File: src/rtl/backprop_update.sv
// rtl/backprop_update.sv - Q4.12 error-delta and parameter update for the two-input sigmoid neuron
// One shared saturating multiplier, sequenced by a nine-state FSM between valid/ready handshakes.
module backprop_update #(
   parameter int W = 16
) (
   input  logic         clk,
   input  logic         rst_n,
   input  logic         in_valid,
   output logic         in_ready,
   input  logic [W-1:0] y,
   input  logic         target,
   input  logic [W-1:0] x0,
   input  logic [W-1:0] x1,
   input  logic [W-1:0] w0,
   input  logic [W-1:0] w1,
   input  logic [W-1:0] bias,
   input  logic [W-1:0] lr,
   output logic         out_valid,
   input  logic         out_ready,
   output logic [W-1:0] w0_new,
   output logic [W-1:0] w1_new,
   output logic [W-1:0] bias_new,
   output logic [W-1:0] delta,
   output logic         hit
);

   localparam int FRAC = 12;
   localparam logic [W-1:0] ONE  = W'(1 << FRAC);
   localparam logic [W-1:0] HALF = W'(1 << (FRAC - 1));
   localparam logic [W-1:0] MAXV = {1'b0, {(W-1){1'b1}}};
   localparam logic [W-1:0] MINV = {1'b1, {(W-1){1'b0}}};

   typedef enum logic [3:0] {
      S_IDLE, S_ERR, S_DER, S_DEL, S_GRD, S_UW0, S_UW1, S_UB, S_DONE
   } state_t;

   state_t r_state, w_next;

   logic [W-1:0] r_y, r_x0, r_x1, r_w0, r_w1, r_bias, r_lr;
   logic         r_target;
   logic [W-1:0] r_err, r_d, r_g;
   logic [W-1:0] r_delta, r_w0_new, r_w1_new, r_bias_new;
   logic         r_hit;
   logic [W-1:0] w_mul_a, w_mul_b, w_mul_p, w_y_clamped;

   function automatic logic [W-1:0] sat_add(input logic [W-1:0] a, input logic [W-1:0] b);
      logic [W:0] s;
      s = {a[W-1], a} + {b[W-1], b};
      if (s[W] != s[W-1]) return s[W] ? MINV : MAXV;
      return s[W-1:0];
   endfunction

   // Full-width product, arithmetic shift (floor), then saturate to W bits.
   function automatic logic [W-1:0] sat_mul(input logic [W-1:0] a, input logic [W-1:0] b);
      logic signed [2*W-1:0] sa, sb, p;
      sa = $signed({{W{a[W-1]}}, a});
      sb = $signed({{W{b[W-1]}}, b});
      p  = (sa * sb) >>> FRAC;
      if ((&p[2*W-1:W-1]) || !(|p[2*W-1:W-1])) return p[W-1:0];
      return p[2*W-1] ? MINV : MAXV;
   endfunction

   always_comb begin
      w_y_clamped = y;
      if (y[W-1])                    w_y_clamped = '0;
      else if ($signed(y) > $signed(ONE)) w_y_clamped = ONE;
   end

   always_comb begin
      w_mul_a = '0;
      w_mul_b = '0;
      case (r_state)
         S_DER:   begin w_mul_a = r_y;   w_mul_b = sat_add(ONE, ~r_y + 1'b1); end
         S_DEL:   begin w_mul_a = r_err; w_mul_b = r_d;     end
         S_GRD:   begin w_mul_a = r_lr;  w_mul_b = r_delta; end
         S_UW0:   begin w_mul_a = r_g;   w_mul_b = r_x0;    end
         S_UW1:   begin w_mul_a = r_g;   w_mul_b = r_x1;    end
         default: begin w_mul_a = '0;    w_mul_b = '0;      end
      endcase
   end

   assign w_mul_p = sat_mul(w_mul_a, w_mul_b);

   always_ff @(posedge clk or negedge rst_n) begin
      if (!rst_n) r_state <= S_IDLE;
      else        r_state <= w_next;
   end

   always_comb begin
      w_next = r_state;
      case (r_state)
         S_IDLE:  if (in_valid) w_next = S_ERR;
         S_ERR:   w_next = S_DER;
         S_DER:   w_next = S_DEL;
         S_DEL:   w_next = S_GRD;
         S_GRD:   w_next = S_UW0;
         S_UW0:   w_next = S_UW1;
         S_UW1:   w_next = S_UB;
         S_UB:    w_next = S_DONE;
         S_DONE:  if (out_ready) w_next = S_IDLE;
         default: w_next = S_IDLE;
      endcase
   end

   always_comb begin
      in_ready  = (r_state == S_IDLE);
      out_valid = (r_state == S_DONE);
      delta     = r_delta;
      w0_new    = r_w0_new;
      w1_new    = r_w1_new;
      bias_new  = r_bias_new;
      hit       = r_hit;
   end

   always_ff @(posedge clk or negedge rst_n) begin
      if (!rst_n) begin
         r_y <= '0; r_x0 <= '0; r_x1 <= '0; r_w0 <= '0; r_w1 <= '0;
         r_bias <= '0; r_lr <= '0; r_target <= 1'b0;
         r_err <= '0; r_d <= '0; r_g <= '0;
         r_delta <= '0; r_w0_new <= '0; r_w1_new <= '0; r_bias_new <= '0;
         r_hit <= 1'b0;
      end else begin
         case (r_state)
            S_IDLE: if (in_valid) begin
               r_y <= w_y_clamped; r_target <= target;
               r_x0 <= x0; r_x1 <= x1; r_w0 <= w0; r_w1 <= w1;
               r_bias <= bias; r_lr <= lr;
            end
            S_ERR: begin
               r_err <= sat_add(r_target ? ONE : '0, ~r_y + 1'b1);
               r_hit <= ((r_y >= HALF) == r_target);
            end
            S_DER:   r_d        <= w_mul_p;
            S_DEL:   r_delta    <= w_mul_p;
            S_GRD:   r_g        <= w_mul_p;
            S_UW0:   r_w0_new   <= sat_add(r_w0, w_mul_p);
            S_UW1:   r_w1_new   <= sat_add(r_w1, w_mul_p);
            S_UB:    r_bias_new <= sat_add(r_bias, r_g);
            default: ;
         endcase
      end
   end

endmodule

File: config.mk
export PLATFORM = sky130hd
export DESIGN_NAME = backprop_update
export DESIGN_NICKNAME = d
export VERILOG_FILES = /design/src/rtl/backprop_update.sv
export SDC_FILE = /design/constraint.sdc
export NUM_CORES = 1
export LEC_CHECK = 0
export CORE_MARGIN = 5
export CORE_UTILIZATION = 55
export DETAILED_ROUTE_END_ITERATION = 8
export GPL_ROUTABILITY_DRIVEN = 0
export PLACE_DENSITY = 0.72
export REMOVE_ABC_BUFFERS = 1
export SYNTH_ARGS = -nofsm -noshare
export SYNTH_HDL_FRONTEND = slang
export SYNTH_SLANG_ARGS = --single-unit
File: constraint.sdc
create_clock -name clk -period 15.44 [get_ports clk]
set_clock_uncertainty 0.15 [all_clocks]
set_input_delay 3.088 -clock clk [delete_from_list [all_inputs] [get_ports clk]]
set_output_delay 3.088 -clock clk [all_outputs]
set_load 0.02 [all_outputs]
# Word level (Yosys, flattened, before mapping)
# Cells that the tools add are included.
# classes
addsub	6
n_mul	1
div_mod_pow	0
magnitude_cmp	2
eq_ne	16
n_shift	0
muxes	37
bitwise_logic	1
n_reduce_logical	8
# op_table
cell	n
$mux 16	19
$pmux 16 s5	1
$pmux 16 s4	1
$add 16x16->17	3
$pmux 4 s9	1
$mul 16x16->32	1
$add 14x16->17	1
$add 14x16->17 const A	1
$add 16x1->16 const B	1
$eq 4x3->1 const B	4
$ge 16x12->1 const B	1
$gt 16x14->1 const B	1
$not 16->16	1
$mux 15	1
$mux 13	1
$mux 1	11
$eq 4x2->1 const B	2
$mux 4	2
$ne 1x1->1	5
$reduce_and 5->1	1
$reduce_or 5->1	1
$eq 4x1->1 const B	1
$eq 4x4->1 const B	1
$logic_not 4->1	1
7 further kinds	8
# totals
regBits	230
latchBits	0
ramBits	0
romBits	0
out_inout_bits	67
n_memories	0

# Longest topological paths before layout
# Gate-level depths: netlist of the first run.
# depth
ltp_word	19
ltp_mapped	55

# Worst setup path before layout of the first run
# Ideal clock, no wire load.
# synth_path
path_kind	reg-to-reg
startpoint	reg r_y[0]
endpoint	reg r_w0_new[5] (netlist: w0_new[5])
setup_ps	142
arrival_time_ps	12724
required_time_ps	15148
setup_slack_ps	2425
stages_incl_launch_ff	52
cell_sequence	dfrtp_1 > inv_1 > ha_1 > or4b_4 > or2_2 > nor3_1 > xnor2_1 > ha_1 > a21oi_1 > ha_1 > clkbuf_1 > a21oi_1 > o21ai_0 > and3_1 > clkbuf_1 > or2_2 > fa_1 > fa_1 > [... 16 more ...] > clkbuf_1 > o21a_1 > a21oi_1 > inv_1 > ha_1 > fa_1 > a21oi_1 > nor2b_1 > a311o_1 > o31ai_1 > o21ai_0 > o31a_1 > o21a_1 > nand4b_1 > o31ai_1 > a221oi_1 > clkbuf_1 > a31oi_1
# synth_between
elab_chain_len	19
# synth_lines
item	line	source
start: declaration	39	logic [W-1:0] r_y, r_x0, r_x1, r_w0, r_w1, r_bias, r_lr;
start signal: assignment	125	r_y <= w_y_clamped; r_target <= target;
$not 16->16	73	S_DER: begin w_mul_a = r_y; w_mul_b = sat_add(ONE, ~r_y + 1'b1); end
$add 16x1->16	73	
$add 14x16->17	48	s = {a[W-1], a} + {b[W-1], b};
$ne 1x1->1	49	if (s[W] != s[W-1]) return s[W] ? MINV : MAXV;
$mux 1	49	
$mux 1	72	case (r_state)
$mux 16	50	return s[W-1:0];
$pmux 16 s5	72	
[... 4 more ...]	-	
$mux 1	59	if ((&p[2*W-1:W-1]) || !(|p[2*W-1:W-1])) return p[W-1:0];
$mux 16 (*)	60	return p[2*W-1] ? MINV : MAXV;
via w_mul_p[0]	44	logic [W-1:0] w_mul_a, w_mul_b, w_mul_p, w_y_clamped;
$add 16x16->17 (*)	48	
$ne 1x1->1	49	
$mux 1	49	
$mux 1	123	case (r_state)
$mux 16 (*)	50	
end signal: assignment	136	S_UW0: r_w0_new <= sat_add(r_w0, w_mul_p);
end: declaration	42	logic [W-1:0] r_delta, r_w0_new, r_w1_new, r_bias_new;
# Mark *: on every way through the listed nets, which the timed path passes. The rest lies on a longest branch. The select of a mux whose other input is x is not followed.
# A chain may end at the register's enable or synchronous reset.

# Worst setup path after layout of the first run
# layout_path
startpoint	reg r_y[2]
endpoint	reg r_w0_new[13] (netlist: w0_new[13])
# Same word-level chain as after synthesis.

==> run metrics, run 1 <==
Async SR Flop Fraction 100%; CP Data Required Time 15.65 ns; endpoints failing setup 0; CP max FO 18; syn_area_per_cell 9.37 sq um; Final ANT Viol Nets 0; layout cells sized above 1 under 10%; core footprint 39,900 sq um; status finished clean; Critical Path Source Type flop; CTS tree built; total track usage 29.0%; hold_buf cts 0; initial DRC count 1,630; die width 211 microns; clock root buffer clkbuf_16; placed cell area 24,600 sq um; wire per inst between 20 and 25 microns; Fillers 3,303; I/O Pins 184; post-CTS setup buffers 0; Max-slew headroom 30.2%; RSZ-0062 raised after global routing false; crit path kind flop to flop; total clock sinks 229; Worst-Margin Slew 1.05 ns; commonest non-fill, non-tap cell in the layout inv_1; vias in the first global route about 18,000; CP most frequent cell fa_1; most frequent cells in the layout inv_1 (332), nand2_1 (277), fa_1 (265); Routed WL 63.9 mm; Final Cycle Share ~94%; Yosys cell types 80; post-synthesis sequential area ratio 25.7%; Util after Layout 63.6%; final hold vios 0; Port Buffers around 180; std cell rows 73; vias per inst slightly below 6; GRT overflow 0; largest net degree at the start of global routing 83; Pins Over Slew Limit 0; Worst-Skew Late Latency ~0.54 ns; min cycle time layout 14.55 ns; final layout net count approximately 3,000; Initial Util a little under three fifths; worst hold path class flop to flop; Worst EP arrival 14.76 ns; Synth Warn # 0; post-route DRC violation count 0; max_cap viols 0; Max Clk Rate approximately 69 MHz; via count between 15,000 and 20,000; Slowest cell on crit path and3_1; DRT Pass-1 Iters 6; Routed met1 length 25.5 mm; Synth Flop Type dfrtp_1; dpl hpwl 51.1 mm; Max Used Layer met4; register bit total from synthesis 229; global-route wire length before repair 102 mm; area growth from synthesis to final layout 14.0%; synthesized cell area 22,300 sq um; initial antenna violation count 2; synth top area cells dfrtp_1 (26%), fa_1 (24%), ha_1 (7.4%), inv_1 (5.6%), mux2_2 (5.5%); clock buffer count from CTS 24; crit path capture type flop; Clock Tree Buf Depth 3; Post-synth EDFFs 0; met3 wire len 5.89 mm; Die ar. 44,600 sq um; met2 wire length approximately 29 mm; Post-Synthesis Cells 2,377; die height about 210 microns; post-synth top area share 25.7%; Yosys top cell by area dfrtp_1; design area 25,400 sq um; Clk pin slew, worst setup/hold paths 0.06 ns; deepest level of the CTS H-tree 1; max incr delay on CP 0.86 ns; setup_tns 0 ns
Yosys cell counts, drive strengths merged, types with 5 or more instances:
| library cell | count |
|---|---|
| a222oi | 5 |
| o21ai | 103 |
| a22oi | 19 |
| o211ai | 6 |
| a22o | 13 |
| o31ai | 10 |
| and4 | 15 |
| nand2b | 26 |
| and2 | 17 |
| o221a | 13 |
| clkbuf | 85 |
| buf | 20 |
| fa | 265 |
| nor2 | 252 |
| nor3 | 21 |
| a211oi | 9 |
| or3 | 14 |
| mux2 | 109 |
| nor2b | 17 |
| a2111oi | 5 |
| nor3b | 5 |
| ha | 131 |
| nor4 | 11 |
| o21a | 18 |
| nand3 | 25 |
| and3 | 12 |
| xnor2 | 47 |
| nand4 | 23 |
| o21bai | 5 |
| a31oi | 23 |
| inv | 332 |
| nand2 | 278 |
| xor2 | 26 |
| nand3b | 10 |
| a21o | 26 |
| a21oi | 88 |
| dfrtp | 229 |
| o211a | 6 |
| or2 | 18 |
critical path, delay by kind of cell, from the launching register on:
| family | cells | cell delay, ns |
|---|---|---|
| DFF | 1 | 0.46 |
| xor gates and xnor gates | 1 | 0.39 |
| buffers and inverters | 4 | 0.48 |
| adders and majority gates | 11 | 4.98 |
| and+or+nand+nor | 9 | 2.84 |
| AOI/OAI and AO/OA | 20 | 5.06 |
final cells by class:
class                      count  area (sq um)  share of cell area (%)
multi-input combinational   1711         14900                    58.7
sequential                   229          5730                    22.6
timing repair buffer         209          2030                    8.01
inverter                     332          1250                    4.91
clock buffer                  33           716                    2.82
tap                          525           657                    2.59
clock inverter                 9          97.6                   0.385
antenna                        2          5.00                  0.0197
sequential cells by signal, summed over array words and instances, names as in the netlist:
name / cells
r_g: 16
r_x1: 16
r_y: 15
bias_new: 16
r_w1: 16
r_bias: 16
r_d: 16
r_x0: 16
delta: 16
r_target: 1
r_lr: 16
r_err: 16
r_w0: 16
w1_new: 16
w0_new: 16
hit: 1
r_state: 4
kinds of logic (layout without fill, tap and decap cells):
family | count (synthesis) | count (layout) | synth area share, %
XOR/XNOR | 73 | 73 | 2.87
AND/OR/NAND/NOR | 756 | 756 | 15.7
other | 0 | 2 | 0
multiplexers | 112 | 112 | 5.65
adder cells (fa/ha/maj) | 396 | 396 | 31.2
AO/OA/AOI/OAI | 374 | 374 | 11.3
flip-flops | 229 | 229 | 25.7
buffers and inverters | 437 | 583 | 7.58
layer usage:
| metal | up-vias | GRT usage (%) |
|---|---|---|
| met5 | - | 0 |
| met3 | 162 | 7.03 |
| met4 | 0 | 11.1 |
| met2 | 806 | 45.5 |
| met1 | 8812 | 39.4 |
| li1 | 8048 | - |
worst paths after layout:
kind / from / endpoint / slack (ns) / depth (start not counted)
max in group asynchronous: rst_n / r_bias[12] / 10.44 / 3
min in group asynchronous: rst_n / r_w0[11] / 2.35 / 1
min: r_err[3] / r_err[3] / 0.33 / 2
max reg2reg: r_y[2] / w0_new[13] / 0.89 / 45
max: r_y[2] / w0_new[13] / 0.89 / 45
min reg2reg: r_err[3] / r_err[3] / 0.33 / 2
through the flow:
| step | instances | setup slack, ns | hold WS [ns] |
|---|---|---|---|
| floorplan | 2272 | 1.74 | 0.294 |
| global placement | 3006 | 1.40 | 0.309 |
| detailed placement | 3006 | 0.762 | 0.314 |
| CTS | 3048 | 0.712 | 0.329 |
| global route | 3050 | 0.0729 | 0.341 |
| finish | 3050 | 0.893 | 0.330 |
what timing repair did:
item | 4_1_cts | 5_1_grt
endpoints found under the hold margin | 0 | 0
resized for setup | 0 | 4
setup endpoints to repair | 0 | 28
Power of run 1 is not shown: default switching activity piles up to over one toggle a cycle in this logic, so the estimate is an artifact.
==> inputs of run 2 (changes only) <==
--- a/config.mk
+++ b/config.mk
@@ -9,8 +9,10 @@
 export CORE_UTILIZATION = 55
 export DETAILED_ROUTE_END_ITERATION = 8
 export GPL_ROUTABILITY_DRIVEN = 0
+export HOLD_SLACK_MARGIN = 0.08
 export PLACE_DENSITY = 0.72
 export REMOVE_ABC_BUFFERS = 1
+export SLEW_MARGIN = 25
 export SYNTH_ARGS = -nofsm -noshare
 export SYNTH_HDL_FRONTEND = slang
 export SYNTH_SLANG_ARGS = --single-unit
==> run 2 against run 1 <==
  * Via count decreased by 0.13%
  * Fmax increased by 0.20%
  * Non-clock buffer count unchanged
  * Global-route usage unchanged
  * Die area is the same
  * Final cell count unchanged
  * Critical endpoint is now w0_new[0]
  * Largest cell class unchanged
==> run metrics, run 2 (synthesis results as in run 1) <==
R2R Path Start r_y[2]; status finished clean; core footprint 39,900 sq um (unchanged); area growth from synthesis to final layout 14.0% (about the same); Reg2Reg Setup Slack 0.92 ns (+0.03 ns); CP max FO 18 (unchanged); GRT overflow 0 (unchanged); die height 211 microns (unchanged); via count 17,800 (-0.13%); initial DRC count 1,472 (-9.7%); CP Data Required Time 15.65 ns (about the same); hold_sp r_err[3]; Worst-Skew Late Latency 0.54 ns (about the same); max incr delay on CP 0.86 ns (about the same); Fillers 3,301 (-0.061%); final hold vios 0 (unchanged); Initial Util 55.8% (unchanged); std cell rows 73 (unchanged); final worst-path setup slack 0.922 ns (+0.0287 ns); CTS tree built; CP most frequent cell fa_1; Worst Hold End r_err[3]; Slowest cell on crit path and3_1; clock buffer count from CTS 24 (unchanged); global-route wire length before repair 102 mm (unchanged); Clk pin slew, worst setup/hold paths 0.06 ns (about the same); Pins Over Slew Limit 0 (unchanged); Worst-Margin Slew 1.03 ns (-0.0172 ns); wire per inst 21.0 microns (about the same); most frequent cells in the layout inv_1 (332), nand2_1 (277), fa_1 (265); Max-slew headroom 31.4% (+1.1 points); RSZ-0062 raised after global routing false; reg2reg end w0_new[0]; post-route DRC violation count 0 (unchanged); Final Cycle Share 94.0% (-0.19 points); largest net degree at the start of global routing 83 (unchanged); total clock sinks 229 (unchanged); worst reg-to-reg path cell count 45 (unchanged); pre-CTS worst setup slack 0.762 ns (unchanged); start point of the critical path r_y[2]; deepest level of the CTS H-tree 1 (unchanged); dpl hpwl 51.1 mm (unchanged); vias in the first global route 18,500 (unchanged); min cycle time layout 14.52 ns (-0.0287 ns); Max Clk Rate 68.9 MHz (+0.20%); hold_buf cts 0 (unchanged); layout cells sized above 1 8.84% (unchanged); commonest non-fill, non-tap cell in the layout inv_1; Critical Path Source Type flop; WHS Path Cells 2 (unchanged); clock root buffer clkbuf_16; I/O Pins 184 (unchanged); vias per inst 5.84 (-0.13%); setup_tns 0 ns (unchanged); endpoints failing setup 0 (unchanged); Clock Tree Buf Depth 3 (unchanged); die width 211 microns (unchanged); max_cap viols 0 (unchanged); DRT Pass-1 Iters 7 (+1); Util after Layout 63.6% (about the same); final layout net count 3,020 (unchanged); Final ANT Viol Nets 0 (unchanged); Worst EP arrival 14.73 ns (-0.03 ns); crit path kind flop to flop; crit path capture type flop; total track usage 29.0% (unchanged); Routed WL 63.9 mm (about the same); Die ar. 44,600 sq um (unchanged); worst hold path class flop to flop; Port Buffers 183 (unchanged); initial antenna violation count 2 (unchanged)
==> run 2: repair_timing <==
| item | in CTS | in global routing |
|---|---|---|
| gates resized for setup | 0 | 4 |
| hold endpoints to repair | 0 | 0 |
| setup endpoints to repair | 0 | 28 |
| buffers inserted | 0 | 0 |
==> run 2: cell type report <==
cell class / instances / area, sq um / share of cell area, %
timing repair buffer: 209 / 2040 / 8.03
tap: 525 / 657 / 2.59
sequential: 229 / 5730 / 22.6
clock inverter: 9 / 97.6 / 0.384
clock buffer: 33 / 716 / 2.82
antenna: 2 / 5.00 / 0.0197
inverter: 332 / 1250 / 4.91
multi-input combinational: 1711 / 14900 / 58.7
==> run 2: how the worst max path moves through the flow <==
stage / endpoint / slack, ns / depth (start not counted)
finish: w0_new[0] / 0.92 / 45
global route: w0_new[13] / 0.07 / 46
CTS: w1_new[14] / 0.71 / 43
detailed placement: w1_new[14] / 0.76 / 43
global placement: w1_new[14] / 1.40 / 46
floorplan: w0_new[0] / 1.74 / 36
==> run 2: worst max-delay path: cells and delay by family (launching register included) <==
kind                     cells  cell delay (ns)
adder cells (fa/ha/maj)     11             4.96
XOR/XNOR                     1             0.37
AND/OR/NAND/NOR             12             3.92
flip-flops                   1             0.47
buffers and inverters        4             0.48
AO/OA/AOI/OAI               17             4.03
==> run 2: per-stage QoR <==
stage          instance area [sq um]  hold WS [ns]  std cells
6_report                       25400         0.328       3050
5_1_grt                        25400         0.341       3050
4_1_cts                        25400         0.329       3048
3_5_place_dp                   24600         0.314       3006
3_3_place_gp                   24600         0.309       3006
2_1_floorplan                  21800         0.294       2272
==> run 2: routing by layer <==
metal,part of all wire [%],GRT usage (%),vias up
li1,-,-,8050
met1,40,39.4,8806
met2,46,45.5,786
met3,9.2,7.03,162
met4,4.8,11.1,0
met5,0,0,-
Power of run 2 is left out for the same reason.
